`src/rtl/tdm_mux_8to1.sv`:
```
// rtl/tdm_mux_8to1.sv - 8-to-1 time-division multiplexer with select code, frame markers and ready stall (optional parity slot: TDM_PARITY_EN)
module tdm_mux_8to1 #(
    parameter int DWELL = 1
) (
    input  logic       clk,
    input  logic       rst,
    input  logic       en,
    input  logic [7:0] I,
    input  logic       ready,
    output logic       Y,
    output logic       s0,
    output logic       s1,
    output logic       s2,
    output logic       valid,
    output logic       frame_start,
    output logic       frame_done,
    output logic       busy,
    output logic       par_slot
);

    localparam int DW = (DWELL > 1) ? $clog2(DWELL) : 1;
    localparam logic [DW-1:0] DLAST = DW'(DWELL - 1);

`ifdef TDM_PARITY_EN
    localparam logic [3:0] LAST_CH = 4'd8;
`else
    localparam logic [3:0] LAST_CH = 4'd7;
`endif

    typedef enum logic {IDLE, SCAN} state_t;

    state_t        state, state_n;
    logic [3:0]    ch, ch_n;
    logic [DW-1:0] dwell, dwell_n;
    logic [7:0]    shadow, shadow_n;
    logic          done_n;
    logic          scan_n;
    logic          y_n;
    logic [2:0]    sel_n;
    logic          fs_n;
    logic          par_n;

    // Next-state and next-output logic; outputs are derived from the next state so they can be registered
    always_comb begin
        state_n  = state;
        ch_n     = ch;
        dwell_n  = dwell;
        shadow_n = shadow;
        done_n   = 1'b0;
        case (state)
            IDLE: begin
                if (en) begin
                    shadow_n = I;
                    ch_n     = 4'd0;
                    dwell_n  = '0;
                    state_n  = SCAN;
                end
            end
            SCAN: begin
                if (ready) begin
                    if (dwell != DLAST) begin
                        dwell_n = dwell + 1'b1;
                    end else begin
                        dwell_n = '0;
                        if (ch == LAST_CH) begin
                            done_n = 1'b1;
                            ch_n   = 4'd0;
                            if (en) begin
                                shadow_n = I;
                            end else begin
                                state_n = IDLE;
                            end
                        end else begin
                            ch_n = ch + 4'd1;
                        end
                    end
                end
            end
            default: state_n = IDLE;
        endcase

        scan_n = (state_n == SCAN);
        y_n    = 1'b0;
        sel_n  = 3'd0;
        if (scan_n) begin
            if (ch_n == 4'd8) begin
                y_n = ^shadow_n;
            end else begin
                y_n   = shadow_n[ch_n[2:0]];
                sel_n = ch_n[2:0];
            end
        end
        fs_n = scan_n && (ch_n == 4'd0) && (dwell_n == '0);
`ifdef TDM_PARITY_EN
        par_n = scan_n && (ch_n == 4'd8);
`else
        par_n = 1'b0;
`endif
    end

    // State and registered-output update; reset wins over everything and aborts a frame silently
    always_ff @(posedge clk) begin
        if (rst) begin
            state       <= IDLE;
            ch          <= 4'd0;
            dwell       <= '0;
            shadow      <= 8'h00;
            Y           <= 1'b0;
            s0          <= 1'b0;
            s1          <= 1'b0;
            s2          <= 1'b0;
            valid       <= 1'b0;
            frame_start <= 1'b0;
            frame_done  <= 1'b0;
            busy        <= 1'b0;
            par_slot    <= 1'b0;
        end else begin
            state       <= state_n;
            ch          <= ch_n;
            dwell       <= dwell_n;
            shadow      <= shadow_n;
            Y           <= y_n;
            s0          <= sel_n[0];
            s1          <= sel_n[1];
            s2          <= sel_n[2];
            valid       <= scan_n;
            frame_start <= fs_n;
            frame_done  <= done_n;
            busy        <= scan_n;
            par_slot    <= par_n;
        end
    end

endmodule

```
`config.mk`:
```
export PLATFORM = sky130hd
export DESIGN_NAME = tdm_mux_8to1
export DESIGN_NICKNAME = d
export VERILOG_FILES = /design/src/rtl/tdm_mux_8to1.sv
export SDC_FILE = /design/constraint.sdc
export NUM_CORES = 1
export LEC_CHECK = 0
export BUFFER_PORTS_ARGS = -buffer_cell sky130_fd_sc_hd__buf_2
export CAP_MARGIN = 10
export CORE_UTILIZATION = 57
export CTS_CLUSTER_SIZE = 14
export DETAILED_ROUTE_END_ITERATION = 12
export GPL_TIMING_DRIVEN = 0
export PLACE_DENSITY = 0.91
export SLEW_MARGIN = 0
export SYNTH_ARGS = -nofsm -noshare
export SYNTH_HDL_FRONTEND = slang
export SYNTH_SLANG_ARGS = --single-unit
```
`constraint.sdc`:
```
create_clock -name clk -period 6.15 [get_ports clk]
set_clock_uncertainty 0.15 [all_clocks]
set_input_delay 1.845 -clock clk [delete_from_list [all_inputs] [get_ports clk]]
set_output_delay 1.845 -clock clk [all_outputs]
set_load 0.01 [all_outputs]
```
# [Yosys cells after proc, flatten, opt, wreduce, memory -nomap -nowiden]
# Cells that the tools add are included.
# W data, S select, Z words.
[classes] n_bitwise=4 addsub=2 n_lt_le_gt_ge=1 n_mux=23 eq_ne=2 reduce_logical=7
[ops] cell="$mux W8" count=4
[ops] cell="$mux W4" count=4
[ops] cell="$pmux W8 S2" count=1
[ops] cell="$mux W1" count=10
[ops] cell="$pmux W4 S2" count=1
[ops] cell="$reduce_xor A8 Y1" count=1
[ops] cell="$add A4 B1 Y4 const B" count=1
[ops] cell="$eq A4 B3 Y1 const B" count=1
[ops] cell="$eq A4 B4 Y1 const B" count=1
[ops] cell="$logic_not A4 Y1" count=1
[ops] cell="$lt A3 B4 Y1 const B" count=1
[ops] cell="$not A1 Y1" count=4
[ops] cell="$pmux W1 S2" count=2
[ops] cell="$reduce_or A4 Y1" count=1
[ops] cell="$bmux W1 S3" count=1
[ops] cell="$reduce_or A3 Y1" count=1
[ops] cell="$logic_and A1 B1 Y1" count=2
[ops] cell="$reduce_or A2 Y1" count=1
[ops] cell="$add A1 B1 Y1 const B" count=1
[totals] input_bits=12 out_inout_bits=9 register_bits=20 word_cells=49

# [Longest topological paths before layout]
# Gate-level depths: netlist of run 1.
[depth] word_depth=8 ltp_mapped=8

# [Worst setup path before layout of run 1]
# No wires, ideal clock.
[synth_path] kind="input to register" start="input ready" end="register Y" setup_slack_ns=2.664 required_ns=5.876 arrival_time_ns=3.213 setup_time_ns=0.124 stages=6 n_path_buf=0 cell_sequence="and4b_1 a311oi_4 mux2_2 or3_1 o21ai_0 nor4_2"
[synth_via] elab_chain_len=5 elab_cells_between_ends=13
[synth_lines] element="from (decl)" line="9" rtl="input logic ready,"
[synth_lines] element="$mux W8 or $mux W4 (tied branches)" line="60" rtl="if (ready) begin"
[synth_lines] element="$pmux W8 S2 or $pmux W4 S2 (tied branches)" line="50" rtl="case (state)"
[synth_lines] element="$bmux W1 S3" line="89" rtl="y_n = shadow_n[ch_n[2:0]];"
[synth_lines] element="$mux W1 (not written as such)" line="89"
[synth_lines] element="$mux W1" line="86" rtl="if (ch_n == 4'd8) begin"
[synth_lines] element="to (signal assigned)" line="122" rtl="Y <= y_n;"
[synth_lines] element="to (decl)" line="10" rtl="output logic Y,"
# Parallel ways exist; a longest one is shown, timed or not. The select of a mux whose other input is x is not followed.
# A chain may end at the register's enable or synchronous reset.

# [Worst setup path after layout of run 1]
# Same ends and word-level chain as after synthesis.

==> run metrics, run 1 <==
status=complete, no violations; initial DRC count=17; Slew Limit Fails=0; Worst-Margin Slew=554 ps; YS warnings=0; Mapped Cells=111; Max FO, Critical Path=9; Required @ worst endpoint=between 6000 and 7000 ps; die area=2020 um2; worst hold slack=393 ps; H-Tree Depth=1; final wirelength=1990 um; routed vias/inst=5.25; crit start category=input pin; post-route insts no fill=159; WS Path Type=in2reg; post-cts gate resize count=0; Setup TNS=0 ps; layout cells sized above 1=0.231; Worst-Skew Late Latency=290 ps; leak pwr=0.532 nW; Post-route DRC=0; CP startpoint=ready; Tcrit/Tclk final=0.562; num rows=15; starting density of the core=0.609; detailed placer's ending HPWL=1560 um; CTS buffer count=3; synthesized area=1050 um2; gp weighted congestion=0.911; post-synthesis register bit count=20; Design Power=around 0.27 mW; placed cells=155; vias in the first global route=765; Overflow after GRT=0; Worst Path Arrival=3500 ps; Port Buffers=19; Synthesized Nets=124; CTS tree=yes; TritonRoute pass-1 iters=4; syn avg cell area=around 9.5 um2; Worst Setup End Kind=flip-flop; initial antenna violation count=0; Worst R2R Path Depth=7; total global routing track utilization=0.229; CTS clk-pin slew, worst paths=100 ps; ANT cells=0; Primary FF master, synth=dfxtp_1; worst min path class=reg2reg; Die Span X=44.9 um; RR Startpoint=ch[1]; setup slack, reg-to-reg=3680 ps; first-pass GRT wire length=3310 um; clk root buf=clkbuf_4; Slew headroom=0.629; Worst VDD drop=0.000150 V; Final Core Density=0.703; pin count of the biggest net entering global routing=12; antenna-violating nets left=0; pwr dens=roughly 220 nW/um2; via count=834; register area share after synthesis=0.381; Layout Nets=148; Async SR Flop Fraction=0; Tmin final=3460 ps; final setup fails=0; Ports=21; RSZ-0062 raised after global routing=false; clock sinks=20; CORE AREA=1730 um2; setup bufs post-CTS=0; crit path capture=Y; clk buf depth=2; # hold bufs at CTS=0; Post-synth EDFFs=0; final hold violations=0; die height=44.9 um; area grow syn2layout=15.5%; Fmax achieved=0.289 GHz; Routed wire per std cell=12.5 um; maxcap violations=0; R2R Path End=Y; post-synth cell types=33
per-layer routing:
| metal | track usage | vias up | wire length, um |
|---|---|---|---|
| met4 | 0.0909 | 0 | 32 |
| met2 | 0.412 | 26 | 1040 |
| met3 | 0.0360 | 5 | 82 |
| met5 | 0 | - | 0 |
| met1 | 0.268 | 377 | 830 |
| li1 | - | 426 | - |
flip-flops by register name (all words and copies together) (netlist names):
name	flops
s1	1
shadow	8
frame_done	1
s2	1
ch	4
state	1
s0	1
Y	1
dwell	1
frame_start	1
metrics by stage:
stage | cell area [um2] | setup slack [ps]
3_5_place_dp | 1180 | 2380
5_1_grt | 1210 | 2600
4_1_cts | 1210 | 2680
3_3_place_gp | 1180 | 2370
6_report | 1210 | 2690
2_1_floorplan | 1050 | 2660
worst max-delay path, stage by stage:
cell and delay [ps]:
buf_2 140, and4b_1 210, a311oi_4 470, mux2_2 390, or3_1 290, o21ai_0 100, nor4_2 60
how the worst min path moves through the flow:
| stage | start | endpoint | slack [ps] | depth (start not counted) |
|---|---|---|---|---|
| 2_1_floorplan | dwell | dwell | 320 | 2 |
| 3_3_place_gp | dwell | dwell | 350 | 2 |
| 3_5_place_dp | dwell | dwell | 370 | 2 |
| 4_1_cts | dwell | dwell | 390 | 2 |
| 5_1_grt | shadow[1] | shadow[1] | 440 | 2 |
| 6_report | dwell | dwell | 390 | 2 |
area by class of cell:
class / instances / area (um2)
Clock buffer: 4 / 36.3
Buffer: 5 / 31.3
Multi-Input combinational cell: 84 / 612
Tap cell: 25 / 31.3
Sequential cell: 20 / 400
Fill cell: 149 / 513
Inverter: 2 / 7.51
Timing Repair Buffer: 19 / 95.1
kinds of logic (layout without fill, tap and decap cells):
logic type      after synthesis  after routing  share of synthesized area
mux                          14             14                      0.135
buf+inv                       7             30                     0.0369
compound gates               10             10                     0.0798
flops                        20             20                      0.381
xor+xnor                     15             15                      0.125
other cells                   1              1                    0.00357
simple gates                 43             43                      0.227
fa+ha+maj                     1              1                     0.0119
layout by cell type, fill, tap and decap left out, drive strengths merged:
cell	count
buf	23
dfxtp	20
nor2	17
xnor2	15
mux2i	13
nand2b	5
clkbuf	5
nand3	4
nand3b	3
nor3	3
nand2	3
o21ai	3
inv	2
a31oi	2
o31ai	1
and3b	1
nor3b	1
and4b	1
a311oi	1
or4	1
o211ai	1
and3	1
a22oi	1
a21o	1
mux2	1
or3	1
nor4	1
nor4b	1
ha	1
conb	1
synthesized netlist by cell type, types with 2 or more instances:
cell,instances,share of area
nand2_1,3,0.011
mux2i_1,13,0.12
a31oi_1,2,0.012
xnor2_1,15,0.13
buf_4,3,0.021
nand3_1,4,0.019
nand2b_1,4,0.024
dfxtp_1,20,0.38
inv_1,2,0.0071
nand3b_1,3,0.021
o21ai_0,2,0.0095
nor3_1,3,0.014
nor2_1,17,0.061
report_power, final:
part / internal (mW) / switching [mW]
sequential: 0.135 / 0.00384
combinational: 0.0265 / 0.0279
clock: 0.0361 / 0.0383
Note: power is estimated with default switching activity, not from simulation.
==> run 2: changes to the inputs <==
Settings changed: ABC_AREA set to 1, CORE_UTILIZATION 57 to 50, PLACE_DENSITY 0.91 to 0.84.
Clock period 6.15 ns to 3.18 ns, I/O delays scaled along.
==> run 2 against run 1 <==
Sequential share of layout area shrank 5.6 points; combinational power rose to 3.0 times the previous value; register-to-register slack worse by 2700 ps; clock power grew to 2.9 times the previous value; core utilization decreased by 7.3 points; synthesized area rose by 22%.
==> run metrics, run 2 <==
post-synth top area share=0.312; Worst-Skew Late Latency=310 ps; Port Buffers=18; register area share after synthesis=0.312; area grow syn2layout=13.8%; Post-route DRC=0; Reg with most FFs=shadow; Required @ worst endpoint=3270 ps; commonest cells in the netlist=nand2_1 (87), nor2_1 (24), inv_1 (21); status=complete, no violations; Async SR Flop Fraction=0; Worst VDD drop=around 0.00031 V; final worst slack=813 ps; Slew Limit Fails=0; Slowest-stage cell, CP=buf_6; clk buf depth=2; Overflow after GRT=0; Tmin final=roughly 2400 ps; synthesized area=1280 um2; H-Tree Depth=1; antenna-violating nets left=0; R2R Path End=Y; pin count of the biggest net entering global routing=13; post-synth cell types=28; RR Startpoint=ch[0]; num rows=17; fillers=235; ANT cells=0; Worst Path Arrival=roughly 2500 ps; post-synthesis register bit count=20; via count=1316; syn avg cell area=~6.0 um2; Routed wire per std cell=~11 um; Tcrit/Tclk final=0.744; vias in the first global route=1216; Setup TNS=0 ps; Post-Place Worst Slack=499 ps; initial DRC count=24; CTS tree=yes; Crit path largest cell delay=150 ps; final wirelength=2880 um; CTS clk-pin slew, worst paths=between 100 and 150 ps; routed vias/inst=5.00; most instantiated library cell after synthesis=nand2_1; starting density of the core=0.554; crit start category=input pin; Crit path max-delay family=simple AND/OR/NAND/NOR gates; Crit. path cell count=17; RSZ-0062 raised after global routing=false; crit path capture=Y; Mapped Cells=213; # hold bufs at CTS=0; multi-input logic area=732 um2; CP startpoint=ready; final setup fails=0; worst min path class=reg2reg; Slew headroom=0.655; Largest regs=shadow (8), ch (4); Die Span X=52.7 um; first-pass GRT wire length=4960 um; Worst Setup End Kind=flip-flop; max FFs per register=8; Worst R2R Path Depth=18; TritonRoute pass-1 iters=4; Fmax achieved=about 0.42 GHz; commonest non-fill, non-tap cell in the layout=nand2_1; clock sinks=20; WS Path Type=in2reg; post-cts gate resize count=0; setup slack, reg-to-reg=approximately 940 ps; Layout Nets=around 250; pwr dens=around 440 nW/um2; commonest cells after routing, fill and taps aside=nand2_1 (87), nor2_1 (24), inv_1 (21); CP Cell Sequence=buf_2 > nand2_1 > inv_2 > nand2_4 > nand2_8 > nand2_4 > buf_6 > nand2_1 > nand2_1 > nand2_1 > nand2_1 > nand3_1 > nand2_1 > nand2_1 > nand2_1 > nand2_1 > a21oi_2; worst hold slack=390 ps; leak pwr=0.812 nW; CP Buf/Inv Count=3; post-synth top area cell=dfxtp_1; clk root buf=clkbuf_4; detailed placer's ending HPWL=2150 um; Reg area=between 400 and 500 um2; Worst-Margin Slew=517 ps; Synthesized Nets=226; Post-synth EDFFs=0; final hold violations=0; CORE AREA=2320 um2; initial antenna violation count=0; CP most frequent cell=nand2_1; die area=2770 um2; total global routing track utilization=0.241; layout cells sized above 1=0.187; top post-synthesis cells by area=dfxtp_1 (31%), nand2_1 (25%), nor2_1 (7.0%); Max FO, Critical Path=10; gp weighted congestion=roughly 0.9; Primary FF master, synth=dfxtp_1; setup bufs post-CTS=0; Ports=21; YS warnings=0; maxcap violations=0; CTS buffer count=3; die height=approximately 53 um
## run 2: changes by cell type after synthesis, moves of 4 or more
cell      previous run  this run
inv_2                0         4
mux2i_1             13         0
nand2_2              0         4
nand2b_1             4         0
xnor2_1             15         0
nand2_1              3        87
inv_1                2        21
a21oi_1              0         6
nor2_1              17        24
nand3_1              4        12
## run 2: worst min-delay path, stage by stage, from the launching register on
cell and delay, ps:
dfxtp_1 330, inv_2 50, a21oi_1 30, nand2_1 70, nor2_1 40
## run 2: final cells by class
cell class	instances	share of cell area
timing repair buffer	18	0.0616
buffer	8	0.0368
clock inverter	1	0.0205
tap	28	0.0240
multi-input combinational	159	0.501
sequential	20	0.274
clock buffer	3	0.0154
inverter	26	0.0668
## run 2: how the worst min path moves through the flow
stage / cells after the start / to / start / slack, ps
6_report: 4 / dwell / dwell / 390
5_1_grt: 4 / dwell / dwell / 460
4_1_cts: 4 / dwell / dwell / 390
3_5_place_dp: 4 / dwell / dwell / 370
3_3_place_gp: 4 / dwell / dwell / 360
2_1_floorplan: 4 / dwell / dwell / 350
## run 2: where the power goes
| part | internal, mW | switching (mW) |
|---|---|---|
| logic | 0.0580 | 0.106 |
| clock network | 0.127 | 0.0876 |
| registers | 0.264 | 0.00697 |
## run 2: metal layers
layer  track usage  vias to the layer above  part of all wire
met5             0                        -                 0
met4        0.0789                        0             0.014
met3        0.0348                        4             0.035
met2         0.414                       32              0.46
met1         0.306                      588              0.49
li1              -                      692                 -
## run 2: stage by stage
step	power, mW	instance area (um2)	std cells	utilization
floorplan	0.398	1280	213	-
global placement	0.435	1410	259	0.608
detailed placement	0.438	1410	259	0.608
CTS	0.651	1460	263	0.630
global route	0.685	1460	263	0.630
finish	0.650	1460	263	0.630
## run 2: cell families (layout without fill, tap and decap cells)
kind of cell	after synthesis	after routing	synth area share
AO/OA/AOI/OAI	16	16	0.0731
adder cells (fa/ha/maj)	1	1	0.00975
buffers and inverters	34	56	0.118
flip-flops	20	20	0.312
other	1	1	0.00292
AND/OR/NAND/NOR	141	141	0.484
==> run 3: changes to the inputs <==
Clock period 3.18 ns to 2.15 ns, I/O delays scaled along.
==> run 3 against run 2 <==
The flow now finishes with violations (negative setup slack); combinational power grew 95%; hold slack gained 18 ps; clock-buffer cell count is the same; setup slack lost 820 ps; sequential power grew 49%; die area is the same; global-route usage is the same; sequential share of layout area shrank 3.7 points; via count grew 7.9%; non-clock buffer count grew 8; clock power grew 48%; critical endpoint unchanged.
==> run metrics, run 3 (synthesis results as in run 2) <==
status=finished, violations left; failing checks=negative setup slack; CP Cell Sequence=ha_4 > nand2_4 > nor2_4 > nand2_4 > nand2_8 > nand2_8 > buf_8 > nand2_2 > nand2_2 > nand2_4 > nand2_4 > inv_2 > nand2_1 > nand2_1 > nand2_1 > nand2_1 > nand2_1 > a21oi_2; clock sinks=20; clk buf depth=2; Layout Nets=258; gp weighted congestion=0.907; Worst-Skew Late Latency=between 300 and 400 ps; Hold Path Sink=dwell; die area=2770 um2; CTS clk-pin slew, worst paths=130 ps; area grow syn2layout=33.2%; Max FO, Critical Path=8; Largest regs=shadow (8), ch (4); vias in the first global route=1216; Slew headroom=0.653; setup slack, reg-to-reg=-9 ps; Crit path max-delay family=simple AND/OR/NAND/NOR gates; pin count of the biggest net entering global routing=13; Tmin final=2160 ps; final hold violations=0; Overflow after GRT=0; total global routing track utilization=0.241; H-Tree Depth=1; maxcap violations=0; max FFs per register=8; gr busiest metal=met2; CTS tree=yes; Post-route DRC=0; RR Startpoint=ch[1]; clk root buf=clkbuf_4; CTS buffer count=3; initial antenna violation count=0; # hold bufs at CTS=0; met3 capacity usage during global routing=0.0348; Slowest-stage cell, CP=dfxtp_4; CP most frequent cell=nand2_1; worst min path class=reg2reg; Hold Path Stages=4; pwr dens=609 nW/um2; Fmax achieved=0.463 GHz; WS Path Type=reg2reg; die height=52.7 um; num rows=17; Tcrit/Tclk final=1.00; final wirelength=3440 um; Slew Limit Fails=0; Worst Path Arrival=2250 ps; antenna-violating nets left=0; Port Buffers=18; first-pass GRT wire length=4960 um; layout cells sized above 1=0.344; Reg with most FFs=shadow; Worst VDD drop=0.000469 V; RSZ-0062 raised after global routing=true; starting density of the core=0.554; commonest cells after routing, fill and taps aside=nand2_1 (61), nor2_1 (24), inv_1 (20), nand2_2 (20), buf_2 (19); crit start category=flip-flop; Crit path largest cell delay=between 300 and 400 ps; TritonRoute pass-1 iters=4; leak pwr=0.912 nW; detailed placer's ending HPWL=roughly 2200 um; Routed wire per std cell=12.7 um; Worst-Margin Slew=521 ps; via count=roughly 1400; fillers=186; grt met1 use=0.304; CP Buf/Inv Count=2; initial DRC count=48; Worst Setup End Kind=flip-flop; Design Power=1.04 mW; Ports=21; Worst R2R Path Depth=18; routed vias/inst=around 5.2; worst hold slack=408 ps; met2 GRT Util=0.416; ANT cells=0; Die Span X=52.7 um; commonest non-fill, non-tap cell in the layout=nand2_1; R2R Path End=Y; final worst slack=-9.38 ps; hold_sp=dwell; Required @ worst endpoint=2240 ps; final setup fails=1; CORE AREA=2320 um2
run 3: cell count changes in the layout (fill, tap and decap cells not counted), sizes merged:
cell and change:
buf +7, clkbuf +1, nand2 +1
run 3: metal layers:
metal,share of wire,up-vias
met2,0.50,53
met5,0,-
met1,0.44,649
li1,-,713
met3,0.055,5
met4,0.0093,0
run 3: what timing repair did:
item / in CTS / in global routing
resized for setup: 2 / 46
setup buffers: 1 / 5
endpoints found under the hold margin: 0 / 0
pin swaps: 0 / 19
setup endpoints to repair: 1 / 1
cloned: 0 / 3
run 3: metrics by stage:
stage          setup TNS, ps  worst slack (ps)   util  std cells  instance area (um2)
5_1_grt                 -113              -113  0.738        272                 1710
4_1_cts                    0              20.0  0.635        264                 1470
6_report               -9.38             -9.38  0.738        272                 1710
3_3_place_gp            -401              -165  0.608        259                 1410
3_5_place_dp            -530              -222  0.608        259                 1410
2_1_floorplan              0               137      -        213                 1280
run 3: worst max path at each step:
stage           from  end  slack [ps]  cells after the start
3_5_place_dp   ready    Y        -220                     18
6_report       ch[1]    Y          -9                     18
2_1_floorplan  ready    Y         140                     17
3_3_place_gp   ready    Y        -170                     18
4_1_cts        ch[1]    Y          20                     18
5_1_grt        ch[1]    Y        -110                     18
run 3: power breakdown:
part | switching [mW] | internal (mW) | leakage, nW
Combinational | 0.196 | 0.124 | 0.719
Sequential | 0.0129 | 0.390 | 0.165
Clock | 0.130 | 0.188 | 0.0279
run 3: worst min-delay path: stages (launching register included):
cell,delay [ps]
dfxtp_1,330
inv_2,50
a21oi_1,40
nand2_1,70
nor2_1,40
run 3: cell type report:
cell class | instances | area [um2] | area share
repair buffers | 26 | 168 | 0.0980
multi-input cells | 160 | 891 | 0.521
plain buffers | 8 | 61.3 | 0.0358
clock buffers | 3 | 22.5 | 0.0132
flip-flops and latches | 20 | 405 | 0.237
clock inverters | 1 | 30.0 | 0.0176
inverters | 26 | 97.6 | 0.0571
well taps | 28 | 35.0 | 0.0205
